<file path="src/rtl/axis_pps_averager_pkg.sv">
// Shared types and default sizing for the PPS averaging stage.
// Consumers may override the widths; these are the defaults the block is built around.
package axis_pps_averager_pkg;

    typedef enum logic {
        ACQ    = 1'b0,
        LOCKED = 1'b1
    } state_t;

    localparam int DEF_CNTR_WIDTH = 32;
    localparam int DEF_LOG2_AVG   = 3;
    localparam int N              = 1 << DEF_LOG2_AVG;
    localparam int ACC_WIDTH      = DEF_CNTR_WIDTH + DEF_LOG2_AVG;

endpackage

</file>
<file path="src/rtl/axis_pps_averager_sat_counter.sv">
// Saturating event counter used for the status register fields.
// Holds at all-ones instead of wrapping so software never sees a small count after a flood.
module sat_counter #(
    parameter int WIDTH = 16
) (
    input  logic             aclk,
    input  logic             aresetn,
    input  logic             inc,
    output logic [WIDTH-1:0] count
);

    // NOTE: state registers use non-blocking assignment so every flop samples pre-edge values.
    always_ff @(posedge aclk) begin
        if (!aresetn) begin
            count <= '0;
        end else if (inc && !(&count)) begin
            count <= count + 1'b1;
        end
    end

endmodule

</file>
<file path="src/rtl/axis_pps_averager.sv">
// Windows, averages and lock-tracks per-second clock counts from the PPS counter.
// Emits the sum of 2^LOG2_AVG accepted samples on a handshaked AXIS master.
module axis_pps_averager
    import axis_pps_averager_pkg::*;
#(
    parameter int S_AXIS_TDATA_WIDTH = 32,
    parameter int CNTR_WIDTH         = DEF_CNTR_WIDTH,
    parameter int LOG2_AVG           = DEF_LOG2_AVG,
    parameter int M_AXIS_TDATA_WIDTH = 64,
    parameter int STS_WIDTH          = 16
) (
    input  logic                          aclk,
    input  logic                          aresetn,
    input  logic [CNTR_WIDTH-1:0]         cfg_nominal,
    input  logic [CNTR_WIDTH-1:0]         cfg_tolerance,
    input  logic [31:0]                   cfg_timeout,
    input  logic [S_AXIS_TDATA_WIDTH-1:0] s_axis_tdata,
    input  logic                          s_axis_tvalid,
    output logic [M_AXIS_TDATA_WIDTH-1:0] m_axis_tdata,
    output logic                          m_axis_tvalid,
    input  logic                          m_axis_tready,
    output logic                          sts_locked,
    output logic [STS_WIDTH-1:0]          sts_rejected,
    output logic [STS_WIDTH-1:0]          sts_timeouts,
    output logic [STS_WIDTH-1:0]          sts_overruns
);

    localparam int ACC_W = CNTR_WIDTH + LOG2_AVG;

    state_t                  state, state_nxt;
    logic [ACC_W-1:0]        acc;
    logic [ACC_W-1:0]        acc_sum;
    logic [LOG2_AVG-1:0]     cnt;
    logic [31:0]             tcnt;
    logic [CNTR_WIDTH-1:0]   sample;
    logic signed [CNTR_WIDTH:0] diff;
    logic [CNTR_WIDTH:0]     abs_diff;
    logic                    in_window;
    logic                    accept;
    logic                    reject;
    logic                    emit;
    logic                    timeout_fire;
    logic                    handshake;
    logic                    overrun;

    // One extra bit keeps the difference exact when nominal sits below the tolerance.
    assign sample       = s_axis_tdata[CNTR_WIDTH-1:0];
    assign diff         = $signed({1'b0, sample}) - $signed({1'b0, cfg_nominal});
    assign abs_diff     = diff[CNTR_WIDTH] ? $unsigned(-diff) : $unsigned(diff);
    assign in_window    = abs_diff <= {1'b0, cfg_tolerance};

    assign accept       = s_axis_tvalid & in_window;
    assign reject       = s_axis_tvalid & ~in_window;
    assign emit         = accept & (&cnt);
    assign acc_sum      = acc + ACC_W'(sample);
    assign timeout_fire = (cfg_timeout != 32'd0) & ~s_axis_tvalid
                        & (tcnt == cfg_timeout - 32'd1);
    assign handshake    = m_axis_tvalid & m_axis_tready;
    assign overrun      = emit & m_axis_tvalid & ~m_axis_tready;
    assign sts_locked   = (state == LOCKED);

    always_ff @(posedge aclk) begin
        if (!aresetn) begin
            state <= ACQ;
        end else begin
            state <= state_nxt;
        end
    end

    // NOTE: the default assignment first means every path drives state_nxt, so no latch is inferred.
    always_comb begin
        state_nxt = state;
        case (state)
            ACQ:     if (emit) state_nxt = LOCKED;
            LOCKED:  if (reject || timeout_fire) state_nxt = ACQ;
            default: state_nxt = ACQ;
        endcase
    end

    always_ff @(posedge aclk) begin
        if (!aresetn) begin
            acc           <= '0;
            cnt           <= '0;
            tcnt          <= '0;
            m_axis_tdata  <= '0;
            m_axis_tvalid <= 1'b0;
        end else begin
            if (s_axis_tvalid || timeout_fire) begin
                tcnt <= '0;
            end else begin
                tcnt <= tcnt + 32'd1;
            end

            if (reject || timeout_fire || emit) begin
                acc <= '0;
                cnt <= '0;
            end else if (accept) begin
                acc <= acc_sum;
                cnt <= cnt + 1'b1;
            end

            // A fresh sum always wins over a same-cycle handshake so tvalid stays high.
            if (emit) begin
                m_axis_tdata  <= M_AXIS_TDATA_WIDTH'(acc_sum);
                m_axis_tvalid <= 1'b1;
            end else if (handshake) begin
                m_axis_tvalid <= 1'b0;
            end
        end
    end

    sat_counter #(.WIDTH(STS_WIDTH)) u_rejected (
        .aclk    (aclk),
        .aresetn (aresetn),
        .inc     (reject),
        .count   (sts_rejected)
    );

    sat_counter #(.WIDTH(STS_WIDTH)) u_timeouts (
        .aclk    (aclk),
        .aresetn (aresetn),
        .inc     (timeout_fire),
        .count   (sts_timeouts)
    );

    sat_counter #(.WIDTH(STS_WIDTH)) u_overruns (
        .aclk    (aclk),
        .aresetn (aresetn),
        .inc     (overrun),
        .count   (sts_overruns)
    );

endmodule

</file>
<file path="config.mk">
export PLATFORM = sky130hd
export DESIGN_NAME = axis_pps_averager
export DESIGN_NICKNAME = d
export VERILOG_FILES = /design/src/rtl/axis_pps_averager_pkg.sv /design/src/rtl/axis_pps_averager_sat_counter.sv /design/src/rtl/axis_pps_averager.sv
export SDC_FILE = /design/constraint.sdc
export NUM_CORES = 1
export LEC_CHECK = 0
export BUFFER_PORTS_ARGS = -buffer_cell sky130_fd_sc_hd__clkbuf_2
export CAP_MARGIN = 20
export CORE_MARGIN = 2
export CORE_UTILIZATION = 52
export CTS_CLUSTER_SIZE = 25
export DETAILED_ROUTE_END_ITERATION = 10
export PLACE_DENSITY = 0.77
export SKIP_CTS_REPAIR_TIMING = 1
export SYNTH_ARGS = -nofsm -noshare
export SYNTH_HDL_FRONTEND = slang
export SYNTH_SLANG_ARGS = --single-unit
</file>
<file path="constraint.sdc">
create_clock -name aclk -period 5.35 [get_ports aclk]
set_clock_uncertainty 0.05 [all_clocks]
set_input_delay 0.2675 -clock aclk [delete_from_list [all_inputs] [get_ports aclk]]
set_output_delay 0.2675 -clock aclk [all_outputs]
set_load 0.03 [all_outputs]
</file>
==> metrics, run 1 <==
number of max-cap violations=0; M3 GR Usage=4.066%; Final WS setup=approximately 0.053 ns; Simple-Gate Fraction of Synth Area=23.30%; Syn Area/Cell=~7.8 µm²; Die Height=roughly 160 µm; startpoint types=primary input; Max VDD drop=0.1831 mV; power density cells=approximately 250 nW/µm²; drt first pass iters=5; vias in the first global route=13100; routability cong.=about 0.96; global-route wire length before repair=61270 µm; antenna viol nets, final=0; unrepaired setup endpoints after global routing=yes; Post-Syn Instances=~1700; total CTS buffers=17; CP Capture Type=register; Die X=164.0 µm; HPWL Detailed=between 20000 and 30000 µm; Lkg Pwr=around 0.0079 µW; final worst path period share=99.01%; via/cell ratio=~5.8; Sw Ratio=between 30% and 40%; post-synth cell types=84; Cell Area, Placed=15900 µm²; Final Setup Violations=0; Synth area leader=dfxtp_1; FP Rows=58; most common cell in the synthesized netlist=nor2_1; post-synthesis sequential element count=~160; Tmin final=between 5 and 6 ns; CTS tree=yes; grt ovf=0; clock slew at reported path FFs=~0.07 ns; largest family of logic cells by synthesized area=simple AND/OR/NAND/NOR gates; Worst Max-Slew Pin Slew=between 0.8 and 0.9 ns; status=finished, final reports clean; root buffer selected by CTS=clkbuf_16; worst path bufs/invs=10; slowest CP cell=or4b_1; Post-synth ARST share=0%; IO buf count=about 220; Seq/Total Area, Yosys=23.32%; Logic pwr share=about 45%; post-synthesis mux area share=5.350%; H-tree depth=4; Top delay family on crit path=simple AND/OR/NAND/NOR gates; final hold vios=0; post-synthesis cell area=between 10000 and 15000 µm²; M2 GR Usage=47.84%; Max stage delay on crit path=about 0.47 ns; most repeated library cell on the critical path=buf_4; internal power=between 2000 and 3000 µW; pre-CTS setup slack=-0.6530 ns; DRT iter0 DRCs=approximately 1100; Clk Latency, worst-skew pair=about 0.43 ns; nets@finish=2328; GRT Overall Usage=between 20% and 30%; Post-synth EDFFs=0; Max Slew Vio Count=0; clk sinks=155; required time worst endpoint=around 5.6 ns; CORE AREA=about 25000 µm²; FMAX=between 150 and 200 MHz; Max-slew headroom=42.31%; Top Usage Layer GRT=met2; post-route insts no fill=about 2400; adder-cell share of the synthesized area=10.17%; prevailing post-synth register cell=dfxtp_1; Hold Crit Class=primary input to register; routed len/inst=about 17 µm; total wire length=40520 µm; most frequent cells after synthesis=194 x nor2_1, 155 x dfxtp_1, 116 x nand2_1, 111 x a21oi_1, 105 x ha_1; DRC viols=0; vias=14060; NetSw=~1600 µW; antenna violations before repair=0; Setup CP Type=primary input to register; Crit Path Max Fanout=6; synth-to-layout area growth=30.43%; CTS Buffer Depth=2; met1 Use GR=35.33%; clock share of power=a little over a quarter; die area=around 27000 µm²; Syn. warnings=0; effective utilization at floorplan=approximately 53%; xor/xnor cell area share of the yosys netlist=a little under an eighth; area share of the largest cell type after synthesis=a little under a quarter; Seq pwr share=between 20% and 30%; top post-synthesis cells by area=dfxtp_1 23%, ha_1 9.9%, xnor2_1 6.3%; Ant. Diodes=0; Tot Pwr=between 4000 and 5000 µW; largest net degree at the start of global routing=69; fraction of layout cells with a size suffix above 1=27.03%; Top-Level Pins=~250; post-layout util=~69%; final instance area=about 17000 µm²; Critical Path AT=between 5 and 6 ns; placed insts=roughly 2400; post-synthesis compound-gate area fraction=between 10% and 20%
-- final timing paths --
check | to | cells after the start | slack, ns | start
setup / recovery | u_rejected.count[14] | 28 | 0.05 | cfg_nominal[5]
setup reg to reg | m_axis_tdata[33] | 12 | 1.68 | acc[3]
hold reg to reg | m_axis_tdata[27] | 2 | 0.42 | m_axis_tdata[27]
hold / removal | m_axis_tvalid | 4 | 0.16 | m_axis_tready
-- layout make-up --
cell class | instances | area [µm²]
Multi-Input combinational cell | 1388 | 9936
Clock inverter | 13 | 135.1
Clock buffer | 18 | 439.2
Fill cell | 1967 | 7826
Tap cell | 330 | 412.9
Inverter | 97 | 369.1
Timing Repair Buffer | 430 | 2960
Sequential cell | 155 | 3103
-- cells in the final DEF, fill, tap and decap left out, types with 10 or more instances in the layout --
| cell | synthesis | final |
|---|---|---|
| nor3_1 | 27 | 25 |
| o31ai_1 | 18 | 18 |
| and3_1 | 35 | 33 |
| ha_1 | 105 | 98 |
| o21ai_0 | 59 | 50 |
| clkbuf_2 | 0 | 214 |
| or3_1 | 14 | 12 |
| a21oi_2 | 2 | 18 |
| nor4_1 | 24 | 22 |
| a21o_1 | 46 | 45 |
| nand3_1 | 55 | 52 |
| a211oi_1 | 23 | 19 |
| or4_1 | 19 | 13 |
| xor2_1 | 75 | 75 |
| nor2_1 | 194 | 192 |
| xnor2_1 | 95 | 90 |
| nor2b_1 | 13 | 13 |
| o21ai_1 | 4 | 10 |
| nand2_1 | 116 | 114 |
| a21oi_1 | 111 | 91 |
| and2_1 | 14 | 14 |
| a31oi_1 | 14 | 12 |
| mux2i_1 | 70 | 67 |
| conb_1 | 1 | 29 |
| clkbuf_16 | 0 | 24 |
| nand2b_1 | 26 | 25 |
| o21a_1 | 22 | 22 |
| buf_4 | 32 | 192 |
| inv_1 | 96 | 94 |
| nand4_1 | 40 | 40 |
| o211ai_1 | 13 | 13 |
| dfxtp_1 | 155 | 155 |
-- flip-flops by register name, summed over array words and instances, names as in the netlist --
name,flops
acc,35
m_axis_tdata,35
tcnt,32
u_overruns.count,16
u_rejected.count,16
u_timeouts.count,16
cnt,3
m_axis_tvalid,1
sts_locked,1
-- metal layers --
metal	up-vias	share of wire (%)
li1	6838	-
met1	6590	43
met2	508	48
met3	123	5.4
met4	0	3.9
met5	-	0
-- stage by stage --
stage                     setup TNS (ns)  hold WS (ns)
after detailed placement          -61.51        0.4042
after global placement            -51.99        0.3966
after CTS                         -14.27        0.1400
after floorplan                  -0.1312        0.3699
final                                  0        0.1590
after global routing              -8.517        0.1913
-- power by group through the flow --
stage / logic [µW] / registers, µW / clock network, µW
after detailed placement: 1730 / 1270 / 0
after floorplan: 1170 / 1270 / 0
final: 1950 / 1250 / 1180
after global routing: 2130 / 1250 / 1250
after global placement: 1670 / 1270 / 0
after CTS: 1740 / 1250 / 1200
-- cells by family after synthesis --
kind of cell             after synthesis
AO/OA/AOI/OAI                        391
XOR/XNOR                             171
adder cells (fa/ha/maj)              107
buffers and inverters                196
flip-flops                           155
multiplexers                          71
other                                  1
AND/OR/NAND/NOR                      618
-- worst register-to-register path, delay by kind of cell (launching register included) --
family                   cells  cell delay (ns)
AO/OA/AOI/OAI                9             2.48
XOR/XNOR                     1             0.19
flip-flops                   1             0.32
adder cells (fa/ha/maj)      1             0.34
AND/OR/NAND/NOR              1             0.14
Note: power is estimated with default switching activity, not from simulation.
==> inputs of run 2 (changes only) <==
--- a/config.mk
+++ b/config.mk
@@ -12,6 +12,7 @@
 export CTS_CLUSTER_SIZE = 25
 export DETAILED_ROUTE_END_ITERATION = 10
 export PLACE_DENSITY = 0.77
+export RECOVER_POWER = 100
 export SKIP_CTS_REPAIR_TIMING = 1
 export SYNTH_ARGS = -nofsm -noshare
 export SYNTH_HDL_FRONTEND = slang
==> run 2 against run 1 <==
Sequential power barely moved. Total power hardly changed. Die area unchanged. Combinational power barely moved. Clock power about the same. Maximum frequency decreased by 0.58%. Sequential share of layout area grew 0.12 points. Non-clock buffer count unchanged. Largest cell class unchanged.
==> metrics, run 2 (synthesized netlist as in run 1, its figures left out) <==
Final WS setup=around 0.022 ns; pre-CTS setup slack=-0.6530 ns; Final Setup Violations=0; Max VDD drop=approximately 0.18 mV; DRC viols=0; antenna viol nets, final=0; Tmin final=between 5 and 6 ns; H-tree depth=4; post-route insts no fill=about 2400; Clk Latency, worst-skew pair=about 0.43 ns; total CTS buffers=17; Die X=164.0 µm; number of max-cap violations=0; GRT Overall Usage=27.86%; vias in the first global route=roughly 13000; IO buf count=between 200 and 250; Min-Delay Startpoint=m_axis_tready; status=finished, final reports clean; die area=~27000 µm²; Fill cells=approximately 2000; Worst setup startpoint=s_axis_tdata[0]; Worst Max-Slew Pin Slew=around 1.1 ns; placed insts=2373; fraction of layout cells with a size suffix above 1=~23%; Top-Level Pins=246; registers with the most flip-flops=acc: 35 flops, m_axis_tdata: 35 flops, tcnt: 32 flops; unrepaired setup endpoints after global routing=yes; largest net degree at the start of global routing=69; Critical Path AT=5.57 ns; via/cell ratio=5.806; commonest non-fill, non-tap cell in the layout=nor2_1; synth-to-layout area growth=29.53%; grt ovf=0; effective utilization at floorplan=between 50% and 60%; clk sinks=approximately 160; antenna violations before repair=0; clock slew at reported path FFs=about 0.070 ns; Max-slew headroom=between 20% and 30%; reg2reg start=acc[3]; slowest CP cell=fa_2; HPWL Detailed=about 30000 µm; multi-input logic area=roughly 9900 µm²; CTS Buffer Depth=2; startpoint types=primary input; DRT iter0 DRCs=~1100; Ant. Diodes=0; FP Rows=58; vias=between 10000 and 15000; root buffer selected by CTS=clkbuf_16; global-route wire length before repair=roughly 61000 µm; total wire length=approximately 41000 µm; required time worst endpoint=~5.6 ns; Hold Crit Class=primary input to register; CTS tree=yes; nets@finish=approximately 2300; drt first pass iters=6; Crit Path Max Fanout=6; Setup CP Type=primary input to register; CORE AREA=between 20000 and 30000 µm²; Die Height=roughly 160 µm; CP Capture Type=register; Reg area=3103 µm²; routability cong.=0.9635; routed len/inst=16.70 µm; commonest non-fill, non-tap cells in the layout=192 x nor2_1, 190 x buf_4, 155 x dfxtp_1; power density cells=around 250 nW/µm²; Max Slew Vio Count=0; final hold vios=0; Lkg Pwr=about 0.0076 µW; Max stage delay on crit path=between 0.3 and 0.4 ns; FMAX=187.7 MHz; final worst path period share=between 90% and 100%
run 2: changes by cell type in the layout (fill, tap and decap cells not counted), sizes merged:
cell    previous run  this run
clkbuf           239       241
buf              209       207
run 2: stage by stage:
stage	cell area (µm²)	TNS, ns	total power [µW]	utilization [%]	hold slack [ns]
floorplan	13440	-0.1312	2438	-	0.3699
global placement	15900	-51.99	2942	63.15	0.3966
detailed placement	15900	-61.51	3002	63.15	0.4042
CTS	16480	-14.27	4195	65.43	0.1400
global route	17240	-8.516	4629	68.44	0.1913
finish	17240	0	4379	68.44	0.1629
run 2: final cells by class:
class                   count  area share, %
multi-input cells        1388          57.61
flip-flops and latches    155          18.00
repair buffers            430          16.52
clock buffers              18          2.548
well taps                 330          2.396
inverters                  97          2.142
clock inverters            13         0.7840
run 2: worst paths after layout:
path | end | slack (ns) | depth (start not counted)
worst min-delay path | m_axis_tvalid | 0.16 | 4
worst max register to register | m_axis_tdata[33] | 1.65 | 12
worst min register to register | m_axis_tdata[27] | 0.42 | 2
worst max-delay path | m_axis_tdata[6] | 0.02 | 34
run 2: critical path: cells and delay by family:
kind	cells	cell delay [ns]
simple gates	4	0.43
mux	1	0.23
buf+inv	10	1.38
compound gates	15	2.15
xor+xnor	1	0.24
fa+ha+maj	3	0.82
run 2: where the power goes:
part | switching, µW | total [µW] | internal [µW]
clock | 523 | 1180 | 662
sequential | 36.3 | 1250 | 1210
combinational | 1050 | 1950 | 892
run 2: layer usage:
layer | track usage [%] | routed length [µm]
met1 | 35.33 | 17380
met2 | 47.84 | 19510
met3 | 4.066 | 2210
met4 | 10.41 | 1513
met5 | 0 | 0
==> inputs of run 3 (changes only) <==
--- a/config.mk
+++ b/config.mk
@@ -13,6 +13,7 @@
 export DETAILED_ROUTE_END_ITERATION = 10
 export PLACE_DENSITY = 0.77
 export RECOVER_POWER = 100
+export SETUP_SLACK_MARGIN = 0.3
 export SKIP_CTS_REPAIR_TIMING = 1
 export SYNTH_ARGS = -nofsm -noshare
 export SYNTH_HDL_FRONTEND = slang
==> run 3 against run 2 <==
The flow now finishes with violations (setup timing). Global-route usage about the same. Cell area decreased by 0.74%. Worst hold slack improved by 0.012 ns. Critical path depth decreased by 3. Setup slack got worse by 0.14 ns. Die area unchanged. Core utilization decreased by 0.51 points. Non-clock buffer count decreased by 15. Cell count decreased by 0.62%. Total power increased by 0.12%. Flip-flop and latch count unchanged. Via count decreased by 2.7%. Critical path type unchanged.
==> metrics, run 3 (synthesized netlist as in run 1, its figures left out) <==
status=finished with violations; failing checks=setup timing; clk sinks=around 160; Final WS setup=-0.1145 ns; Hold Crit Class=primary input to register; Max stage delay on crit path=0.39 ns; Tot Pwr=roughly 4400 µW; commonest non-fill, non-tap cell in the layout=nor2_1; commonest non-fill, non-tap cells in the layout=188 x nor2_1, 176 x buf_4, 155 x dfxtp_1; Die X=~160 µm; die area=between 20000 and 30000 µm²; slowest CP cell=fa_2; worst reg2reg path endpoint=tcnt[6]; power density cells=around 260 nW/µm²; post-route insts no fill=roughly 2400; routed len/inst=about 16 µm; registers with the most flip-flops=acc: 35 flops, m_axis_tdata: 35 flops, tcnt: 32 flops; Ant. Diodes=0; root buffer selected by CTS=clkbuf_16; Die Height=164.0 µm; Lkg Pwr=around 0.0076 µW; Tmin final=approximately 5.5 ns; total wire length=approximately 40000 µm; vias in the first global route=around 13000; drt first pass iters=5; CTS Buffer Depth=2; Setup CP Type=primary input to register; Critical Path AT=between 5 and 6 ns; Top-Level Pins=~250; fraction of layout cells with a size suffix above 1=between 20% and 30%; placed insts=approximately 2400; reg2reg start=tcnt[0]; worst reg2reg path depth=13; vias=13730; grt ovf=0; synth-to-layout area growth=28.57%; Fill cells=~2100; clock slew at reported path FFs=about 0.070 ns; effective utilization at floorplan=52.84%; total CTS buffers=17; global-route wire length before repair=~60000 µm; FP Rows=slightly below 60; DRC viols=0; Max-slew headroom=7.668%; Clk Latency, worst-skew pair=about 0.44 ns; pre-CTS setup slack=-0.7199 ns; largest net degree at the start of global routing=a little under 70; CTS tree=yes; nets@finish=2312; Max Slew Vio Count=0; startpoint types=primary input; via/cell ratio=approximately 5.7; routability cong.=between 0.9 and 1; Final Setup Violations=75; Worst Setup EP=m_axis_tdata[4]; Crit Path Max Fanout=8; Worst Max-Slew Pin Slew=between 1 and 1.5 ns; Reg area=3103 µm²; unrepaired setup endpoints after global routing=yes; multi-input logic area=9940 µm²; final hold vios=0; CORE AREA=between 20000 and 30000 µm²; H-tree depth=4; GRT Overall Usage=between 20 and 30%; antenna viol nets, final=0; number of max-cap violations=0; flop-to-flop setup slack=~1.2 ns; DRT iter0 DRCs=around 940; HPWL Detailed=30140 µm; Max VDD drop=0.1971 mV; Worst setup startpoint=s_axis_tdata[0]; antenna violations before repair=0; IO buf count=between 200 and 250; CP Capture Type=register; required time worst endpoint=5.60 ns; final worst path period share=102.1%; FMAX=between 150 and 200 MHz
==> run 3: how the worst min path moves through the flow <==
stage                                 to             start  depth (start not counted)  slack [ns]
floorplan           u_overruns.count[13]           aresetn                          2        0.37
global placement        m_axis_tdata[29]  m_axis_tdata[29]                          2        0.40
detailed placement      m_axis_tdata[27]  m_axis_tdata[27]                          2        0.40
CTS                        m_axis_tvalid     m_axis_tready                          4        0.17
global route               m_axis_tvalid     m_axis_tready                          4        0.21
finish                     m_axis_tvalid     m_axis_tready                          4        0.18
==> run 3: power breakdown <==
| group | internal (µW) | switching (µW) |
|---|---|---|
| Combinational | 866 | 1030 |
| Sequential | 1210 | 38.5 |
| Clock | 670 | 567 |
==> run 3: final cells by class <==
| cell class | instances | share of cell area (%) |
|---|---|---|
| multi-input cells | 1387 | 58.10 |
| flip-flops and latches | 155 | 18.14 |
| repair buffers | 415 | 15.72 |
| clock buffers | 17 | 2.487 |
| well taps | 330 | 2.414 |
| inverters | 97 | 2.143 |
| clock inverters | 15 | 0.9947 |
==> run 3: worst max-delay path, delay by kind of cell <==
family / cells / cell delay (ns)
mux: 1 / 0.22
simple gates: 5 / 0.83
compound gates: 13 / 2.52
xor+xnor: 2 / 0.23
buf+inv: 7 / 0.91
fa+ha+maj: 3 / 0.72
==> run 3: metrics by stage <==
step           TNS [ns]  area [µm²]  utilization [%]  hold slack (ns)
2_1_floorplan         0       13540                -           0.3699
3_3_place_gp     -53.87       15890            63.10           0.3974
3_5_place_dp     -65.39       15890            63.10           0.3997
4_1_cts          -17.37       16490            65.47           0.1674
5_1_grt          -25.06       17110            67.94           0.2110
6_report         -5.213       17110            67.94           0.1752
==> run 3: per-layer routing <==
layer | wire length [µm] | up-vias | share of wire [%] | track usage (%)
met2 | 18700 | 446 | 47 | 46.94
met4 | 1241 | 0 | 3.1 | 9.250
met3 | 2076 | 74 | 5.2 | 3.586
met1 | 17730 | 6408 | 45 | 36.91
met5 | 0 | - | 0 | 0
li1 | - | 6804 | - | -
